`config.mk`:
```
export PLATFORM = sky130hd
export DESIGN_NAME = lsu_mem_port
export DESIGN_NICKNAME = d
export VERILOG_FILES = /design/src/rtl/lsu_mem_port.sv
export SDC_FILE = /design/constraint.sdc
export NUM_CORES = 1
export LEC_CHECK = 0
export BUFFER_PORTS_ARGS = -buffer_cell sky130_fd_sc_hd__buf_2
export CAP_MARGIN = 20
export CELL_PAD_IN_SITES_DETAIL_PLACEMENT = 1
export CELL_PAD_IN_SITES_GLOBAL_PLACEMENT = 1
export CORE_ASPECT_RATIO = 0.8
export CORE_MARGIN = 3
export CORE_UTILIZATION = 30
export DETAILED_ROUTE_END_ITERATION = 7
export HOLD_SLACK_MARGIN = 0.1
export PLACE_DENSITY_LB_ADDON = 0.25
export SYNTH_ARGS = -nofsm -noshare
export SYNTH_HDL_FRONTEND = slang
export SYNTH_SLANG_ARGS = --single-unit
```
`constraint.sdc`:
```
create_clock -name clk -period 1.66 [get_ports clk]
set_clock_uncertainty 0.2 [all_clocks]
set_input_delay 0.415 -clock clk [delete_from_list [all_inputs] [get_ports clk]]
set_output_delay 0.415 -clock clk [all_outputs]
set_load 0.01 [all_outputs]
```
`src/rtl/lsu_mem_port.sv`:
```
// Load/store unit memory port: accepts one request at a time, issues a single
// word-aligned memory command, and returns an aligned, extended result.
module lsu_mem_port (
  input  logic        clk,
  input  logic        reset_n,
  input  logic        req_valid,
  output logic        req_ready,
  input  logic        req_we,
  input  logic [2:0]  req_funct3,
  input  logic [31:0] req_addr,
  input  logic [31:0] req_wdata,
  input  logic [3:0]  req_byte_en,
  output logic        mem_valid,
  input  logic        mem_ready,
  output logic        mem_we,
  output logic [31:0] mem_addr,
  output logic [31:0] mem_wdata,
  output logic [3:0]  mem_be,
  input  logic        mem_rvalid,
  input  logic [31:0] mem_rdata,
  output logic        resp_valid,
  output logic [31:0] resp_rdata,
  output logic        resp_err,
  output logic        busy
);

  typedef enum logic [1:0] {IDLE, ISSUE, WAIT_R, RESP} state_t;

  state_t      state, state_nx;
  logic        we_q, err_q;
  logic [2:0]  funct3_q;
  logic [31:0] addr_q, wdata_q, rdata_q;
  logic [3:0]  be_q;
  logic        legal, aligned, req_err;
  logic [7:0]  byte_sel;
  logic [15:0] half_sel;
  logic [31:0] load_data;

  always_comb begin
    legal   = 1'b0;
    aligned = 1'b1;
    case (req_funct3)
      3'b000:         legal = 1'b1;
      3'b001:         begin legal = 1'b1;    aligned = ~req_addr[0];          end
      3'b010:         begin legal = 1'b1;    aligned = (req_addr[1:0] == 2'b00); end
      3'b100:         legal = ~req_we;
      3'b101:         begin legal = ~req_we; aligned = ~req_addr[0];          end
      default:        legal = 1'b0;
    endcase
    req_err = ~(legal & aligned);
  end

  // Lane selection uses the captured address; extension follows captured funct3.
  always_comb begin
    byte_sel = mem_rdata[7:0];
    case (addr_q[1:0])
      2'b00: byte_sel = mem_rdata[7:0];
      2'b01: byte_sel = mem_rdata[15:8];
      2'b10: byte_sel = mem_rdata[23:16];
      2'b11: byte_sel = mem_rdata[31:24];
    endcase
    half_sel = addr_q[1] ? mem_rdata[31:16] : mem_rdata[15:0];
    case (funct3_q)
      3'b000:  load_data = {{24{byte_sel[7]}}, byte_sel};
      3'b001:  load_data = {{16{half_sel[15]}}, half_sel};
      3'b100:  load_data = {24'd0, byte_sel};
      3'b101:  load_data = {16'd0, half_sel};
      default: load_data = mem_rdata;
    endcase
  end

  always_comb begin
    state_nx = state;
    case (state)
      IDLE:    if (req_valid) state_nx = req_err ? RESP : ISSUE;
      ISSUE:   if (mem_ready) state_nx = we_q ? RESP : WAIT_R;
      WAIT_R:  if (mem_rvalid) state_nx = RESP;
      RESP:    state_nx = IDLE;
      default: state_nx = IDLE;
    endcase
  end

  always_ff @(posedge clk) begin
    if (!reset_n) begin
      state    <= IDLE;
      we_q     <= 1'b0;
      err_q    <= 1'b0;
      funct3_q <= '0;
      addr_q   <= '0;
      wdata_q  <= '0;
      be_q     <= '0;
      rdata_q  <= '0;
    end else begin
      state <= state_nx;
      if (state == IDLE && req_valid) begin
        we_q     <= req_we;
        err_q    <= req_err;
        funct3_q <= req_funct3;
        addr_q   <= req_addr;
        wdata_q  <= req_wdata;
        be_q     <= req_byte_en;
        rdata_q  <= '0;
      end
      if (state == WAIT_R && mem_rvalid) rdata_q <= load_data;
    end
  end

  // Memory and response outputs are forced to zero outside their owning state.
  always_comb begin
    req_ready  = (state == IDLE);
    busy       = (state != IDLE);
    mem_valid  = (state == ISSUE);
    mem_we     = mem_valid & we_q;
    mem_addr   = mem_valid ? {addr_q[31:2], 2'b00} : '0;
    mem_wdata  = mem_valid ? wdata_q : '0;
    mem_be     = mem_valid ? (we_q ? be_q : 4'b1111) : '0;
    resp_valid = (state == RESP);
    resp_rdata = resp_valid ? rdata_q : '0;
    resp_err   = resp_valid & err_q;
  end

endmodule

```
==> results by group, run 1 <==
Clocking
  – Root Driver: clkbuf_16
  – CTS Buffer Depth: 2
  – H-tree levels: 3
  – Clk pin slew, worst setup/hold paths: around 0.070 ns
  – Sink Count: roughly 110
  – CTS tree: built
  – Clock latency on the worst-skew pair: around 0.35 ns
  – Number of buffers created by CTS: 9

Route
  – Routed vias/inst: ~4.9
  – Drt wl/cell: ~20 um
  – DR vias: 5756
  – DRT Pass-1 Iters: 4
  – Final wirelength: between 20 and 25 mm
  – DRC violations left: 0
  – Remaining antenna violation count: 0
  – Drt initial violations: 259

Die
  – Die width: approximately 150 um
  – # rows: between 40 and 50
  – Initial Util: 0.314
  – Core area: about 16000 um2
  – Die Ht: 122 um
  – Die ar.: 18400 um2
  – # IOs: 215

Critical path
  – WS Path Type: reg2out
  – Crit-path max FO: 9
  – Critical path data required time: about 1.0 ns
  – WP data arrival: 1.56 ns
  – Buf/Inv on CP: 3
  – Startpoint Class: flip-flop
  – Cell depth of the worst flop-to-flop path: 7
  – CP Depth: 5
  – Crit path capture type: output port
  – Reg-to-reg slack, setup: -0.41 ns
  – CP Cell Sequence: buf_6 > ha_4 > buf_4 > and2_1 > buf_2
  – Delay of the slowest cell on the worst path: roughly 0.36 ns
  – Worst path slowest cell: dfxtp_4
  – CP delay by family, top: buffers and inverters

Worst hold path
  – Worst hold path type: in2reg
  – Hold path depth: 3

Place
  – Post-DP HPWL: approximately 13 mm
  – Final Wtd Congestion: a little over 0.8
  – Inst Count DP: ~1100
  – PortBufs: approximately 210
  – Placed Area: roughly 6700 um2

Logic synthesis
  – Synth area leaders: dfxtp_1, nand2_1, and2_1
  – Top cell type's share of synthesized area: 0.424
  – Top_reg_cell synth: dfxtp_1
  – Synth Register Bits: approximately 110
  – Sequential fraction of the synthesis area: 0.424
  – Ys async rst share: 0
  – Post-synth EDFFs: 0
  – Yosys top cell by area: dfxtp_1
  – Distinct cell type count after synthesis: 46
  – Mapped Cells: about 630
  – Syn_area_per_cell: approximately 8.0 um2
  – Post-Syn Area: slightly above 5000 um2
  – Ys Warns: 0

Power and ir drop
  – Power share of the sequential group: 0.303
  – Psw: 0.00402 W
  – P_int: roughly 0.007 W
  – Comb power frac: 0.514
  – Peak supply drop: roughly 600 uV
  – P per Cell Area: around 1200 nW/um2
  – Total power draw: around 0.011 W
  – Sw Share: 0.370
  – Clock power share: 0.184
  – Static Leak: approximately 4 nW

Flow run
  – Max cap viols: 0

Global routing
  – Vias in the first global route: just over 6000
  – Total grt overflow: 0
  – Largest net degree at the start of global routing: 41
  – First-pass GRT wire length: approximately 33 mm
  – Initial antenna violation count: 4
  – Gr usage total: 0.234

STA
  – Minimum clock period: 2.18 ns
  – Final period util: 1.31
  – Worst setup margin: -0.519 ns
  – Worst hold slack: about 0.11 ns
  – Worst slew pin tran: 0.687 ns
  – Pins Over Slew Limit: 0
  – Hold Vio Cnt, Final: 0
  – Relative slew slack: 0.541
  – Setup Viol. Count Final: ~210
  – RSZ-0062 raised after global routing: yes
  – Max Fclk: 459 MHz

Status
  – Failing checks: setup timing
  – Status: complete, but fails checks

Layout
  – Layout cell share with drive strength beyond 1: 0.499
  – Commonest non-fill, non-tap cell in the layout: buf_2
  – Non-Filler Instances: roughly 1200
  – Finished layout cell area: a little under 9000 um2
  – Most frequent cells in the layout: buf_2, dfxtp_1, nand2_1
  – Final core occ: 0.555
  – Area grow syn2layout: 77.1%
  – Nets: 1058
==> power groups by stage <==
stage / Clock (W) / Combinational, W / Sequential [W]
final: 0.00200 / 0.00558 / 0.00329
after global routing: 0.00216 / 0.00589 / 0.00334
after CTS: 0.00206 / 0.00482 / 0.00326
after detailed placement: 0 / 0.00297 / 0.00329
after global placement: 0 / 0.00284 / 0.00327
after floorplan: 0 / 0.00171 / 0.00322
==> metal layers <==
metal	global-route usage	part of all wire	vias up
met1	0.290	0.43	2830
met4	0.0759	0.019	2
met5	0	0.00056	-
met3	0.0521	0.054	30
li1	-	-	2739
met2	0.402	0.50	155
==> worst paths after layout <==
kind                             startpoint             to
worst min register to register   rdata_q[3]     rdata_q[3]
worst max register to register     state[0]       state[0]
worst min-delay path            req_addr[5]      addr_q[5]
worst max-delay path               state[0]  mem_wdata[14]
==> cell type report <==
| type | instances | area, um2 |
|---|---|---|
| repair buffers | 351 | 2900 |
| multi-input cells | 462 | 3300 |
| fillers | 1879 | 7160 |
| flip-flops and latches | 107 | 2150 |
| well taps | 215 | 269 |
| clock buffers | 11 | 233 |
| diodes | 3 | 7.51 |
| clock inverters | 4 | 27.5 |
| inverters | 14 | 60.1 |
==> stage by stage <==
step	setup slack [ns]	TNS [ns]
floorplan	-0.0239	-1.11
global placement	-0.261	-14.05
detailed placement	-0.389	-20.83
CTS	-0.506	-65.78
global route	-0.590	-84.76
finish	-0.519	-72.64
==> logic make-up after synthesis <==
logic type | after synthesis | share of synthesized area
other cells | 1 | 0.000742
buf+inv | 62 | 0.0530
flops | 107 | 0.424
compound gates | 144 | 0.203
mux | 9 | 0.0191
simple gates | 302 | 0.290
fa+ha+maj | 4 | 0.00991
==> repair_timing <==
item	in CTS	in global routing
hold buffers	35	11
pin swaps	69	54
buffers inserted	24	5
gates cloned	18	5
endpoints found under the setup margin	210	211
resized for setup	152	138
endpoints found under the hold margin	35	11
==> Yosys cell counts (6+ instances only) <==
master and n:
and2_1 96, or3_1 6, clkbuf_1 29, o21ai_0 15, a32o_1 6, inv_1 13, nand2_1 170, mux2i_1 6
a21boi_0 45, buf_2 12, nand2b_1 11, a21boi_1 10, a21oi_1 34, o22ai_1 6, a221o_1 17, dfxtp_1 107
==> flip-flops by register name, summed over array words and instances (netlist names) <==
register,cells
addr_q,32
be_q,4
err_q,1
funct3_q,3
rdata_q,32
state,2
wdata_q,32
we_q,1
==> tightest hold or removal path, stage by stage <==
cell and delay, ns:
buf_2 0.10, nand2_1 0.05, a21boi_1 0.05
Note: power is estimated with default switching activity, not from simulation.
==> run 2, diff against run 1 <==
- CORE_UTILIZATION: 30 -> 31
- CTS_BUF_LIST: not set -> sky130_fd_sc_hd__clkbuf_4 sky130_fd_sc_hd__clkbuf_8
==> run 2 against run 1 <==
The flow still finishes with violations (setup timing). Sequential power hardly changed. Global-route usage grew 1.8 points. Total power rose by 1.0%. Final cell count grew 2.9%. First-iteration DRC count up 35%. Sequential share of layout area down 1.3 points. Combinational power grew 5.2%. Fmax shrank 1.4%. Flip-flop and latch count unchanged. Critical endpoint is now mem_wdata[18].
==> results by group, run 2 (same netlist as run 1, synthesis figures left out) <==
Status
  – Status: complete, but fails checks (unchanged)
  – Failing checks: setup timing (unchanged)

Layout
  – Biggest regs: addr_q: 32 flops, rdata_q: 32 flops, wdata_q: 32 flops (unchanged)
  – Most frequent cells in the layout: buf_2, dfxtp_1, nand2_1 (unchanged)
  – Layout cell share with drive strength beyond 1: 0.499 (about the same)
  – Nets: 1089 (was 1058)
  – Commonest non-fill, non-tap cell in the layout: buf_2 (unchanged)
  – Area grow syn2layout: 87.7% (was 77.1%)
  – Final core occ: 0.598 (was 0.555)

Route
  – Routed vias/inst: 5.20 (was 4.93)
  – Drt wl/cell: 22.4 um (was 19.9 um)
  – DRC violations left: 0 (unchanged)
  – Final wirelength: 26.9 mm (was 23.2 mm)
  – DRT Pass-1 Iters: 5 (was 4)
  – DR vias: 6242 (was 5756)
  – Remaining antenna violation count: 0 (unchanged)
  – Drt initial violations: 350 (was 259)

Power and ir drop
  – Total power draw: 0.0110 W (was 0.0109 W)
  – P per Cell Area: 1160 nW/um2 (was 1220 nW/um2)
  – Static Leak: 4.43 nW (was 4.06 nW)
  – Peak supply drop: 500 uV (was 598 uV)

Die
  – Die width: 149 um (was 151 um)
  – Die ar.: 17900 um2 (was 18400 um2)
  – # IOs: 215 (unchanged)
  – Die Ht: 120 um (was 122 um)
  – Initial Util: 0.319 (was 0.314)
  – # rows: 41 (unchanged)
  – Core area: 15900 um2 (was 16100 um2)

STA
  – Worst slew pin tran: 0.511 ns (was 0.687 ns)
  – Pins Over Slew Limit: 0 (unchanged)
  – Max Fclk: 453 MHz (was 459 MHz)
  – RSZ-0062 raised after global routing: yes (unchanged)
  – Setup Viol. Count Final: 211 (unchanged)
  – Worst setup margin: -0.549 ns (was -0.519 ns)
  – Minimum clock period: 2.21 ns (was 2.18 ns)
  – Hold Vio Cnt, Final: 0 (unchanged)
  – Relative slew slack: 0.659 (was 0.541)
  – Final period util: 1.33 (was 1.31)

Global routing
  – Vias in the first global route: 6421 (was 6090)
  – First-pass GRT wire length: 35.3 mm (was 32.9 mm)
  – Gr usage total: 0.251 (was 0.234)
  – Largest net degree at the start of global routing: 39 (was 41)
  – Total grt overflow: 0 (unchanged)
  – Initial antenna violation count: 7 (was 4)

Critical path
  – WP data arrival: 1.59 ns (was 1.56 ns)
  – Reg-to-reg slack, setup: -0.45 ns (was -0.41 ns)
  – Worst flop-to-flop path startpoint: state[0] (unchanged)
  – CP delay by family, top: buffers and inverters (unchanged)
  – Critical path data required time: 1.04 ns (about the same)
  – Crit-path max FO: 14 (was 9)
  – WS Path Type: reg2out (unchanged)
  – CP Depth: 5 (unchanged)
  – Worst Setup SP: state[1] (was state[0])
  – RR Endpoint: wdata_q[12] (was state[0])
  – Crit path capture type: output port (unchanged)
  – Cell depth of the worst flop-to-flop path: 12 (was 7)
  – Worst path slowest cell: dfxtp_4 (unchanged)
  – Startpoint Class: flip-flop (unchanged)
  – CP Cell Sequence: inv_4 > ha_4 > buf_12 > and2_1 > buf_2 (was buf_6 > ha_4 > buf_4 > and2_1 > buf_2)
  – Buf/Inv on CP: 3 (unchanged)
  – Setup crit end: mem_wdata[18] (was mem_wdata[14])
  – Delay of the slowest cell on the worst path: 0.39 ns (was 0.36 ns)

Clocking
  – Clock latency on the worst-skew pair: 0.40 ns (was 0.35 ns)
  – Root Driver: clkbuf_8 (was clkbuf_16)
  – CTS tree: built (unchanged)
  – Number of buffers created by CTS: 9 (unchanged)
  – H-tree levels: 3 (unchanged)
  – CTS Buffer Depth: 2 (unchanged)
  – Sink Count: 107 (unchanged)
  – Clk pin slew, worst setup/hold paths: 0.11 ns (was 0.07 ns)

Place
  – Final Wtd Congestion: 0.855 (was 0.809)
  – Post-DP HPWL: 13.3 mm (about the same)
  – PortBufs: 212 (unchanged)

Flow run
  – Max cap viols: 0 (unchanged)

Worst hold path
  – Worst hold path type: in2reg (unchanged)
  – HP Start: mem_rdata[24] (was req_addr[5])
run 2: cell count changes in the layout (fill, tap and decap cells not counted), moves of 3 or more:
cell | previous run | this run
dlygate4sd3_1 | 46 | 81
buf_2 | 198 | 194
a21boi_2 | 26 | 33
nand2_4 | 24 | 60
a21boi_1 | 29 | 21
nand2_1 | 90 | 93
nand2_2 | 55 | 17
clkbuf_16 | 14 | 4
a21oi_1 | 16 | 11
a21oi_2 | 18 | 23
buf_12 | 11 | 17
clkbuf_8 | 0 | 11
run 2: area by class of cell:
class / count / area (um2)
inverter: 14 / 60.1
clock buffer: 11 / 151
tap: 215 / 269
sequential: 107 / 2150
clock inverter: 5 / 60.1
fill: 1788 / 6370
antenna: 5 / 12.5
timing repair buffer: 382 / 3250
multi-input combinational: 462 / 3530
run 2: where the power goes:
group | total [W] | internal, W | switching, W
Combinational | 0.00587 | 0.00291 | 0.00296
Sequential | 0.00332 | 0.00301 | 0.000314
Clock | 0.00179 | 0.000787 | 0.00101
Total | 0.0110 | 0.00670 | 0.00428
run 2: worst min-delay path by stage:
stage / cells past startpoint / endpoint / slack [ns]
3_3_place_gp: 2 / rdata_q[0] / 0.23
3_5_place_dp: 2 / rdata_q[2] / 0.24
6_report: 2 / rdata_q[24] / 0.11
5_1_grt: 2 / rdata_q[26] / 0.11
2_1_floorplan: 2 / rdata_q[0] / 0.22
4_1_cts: 2 / rdata_q[26] / 0.10
run 2: what timing repair did:
action,CTS,global route
resized for setup,120,230
hold buffers,81,0
endpoints found under the setup margin,211,211
pin swaps,28,150
gates cloned,17,6
endpoints found under the hold margin,81,0
buffers inserted,22,10
run 2: routing by layer:
metal / GRT usage / vias to the layer above / share of wire
met3: 0.0577 / 74 / 0.061
met5: 0 / - / 0.00056
met2: 0.435 / 271 / 0.51
li1: - / 2802 / -
met1: 0.309 / 3091 / 0.39
met4: 0.0858 / 4 / 0.032
run 2: metrics by stage:
step | std cells | setup WS [ns] | hold slack (ns) | TNS (ns) | area, um2
final | 1201 | -0.549 | 0.107 | -84.97 | 9490
after global routing | 1201 | -0.600 | 0.108 | -96.31 | 9490
after CTS | 1189 | -0.514 | 0.100 | -66.48 | 8650
after detailed placement | 1053 | -0.405 | 0.242 | -23.72 | 6670
after global placement | 1053 | -0.260 | 0.228 | -14.80 | 6670
after floorplan | 630 | -0.0239 | 0.217 | -1.11 | 5140
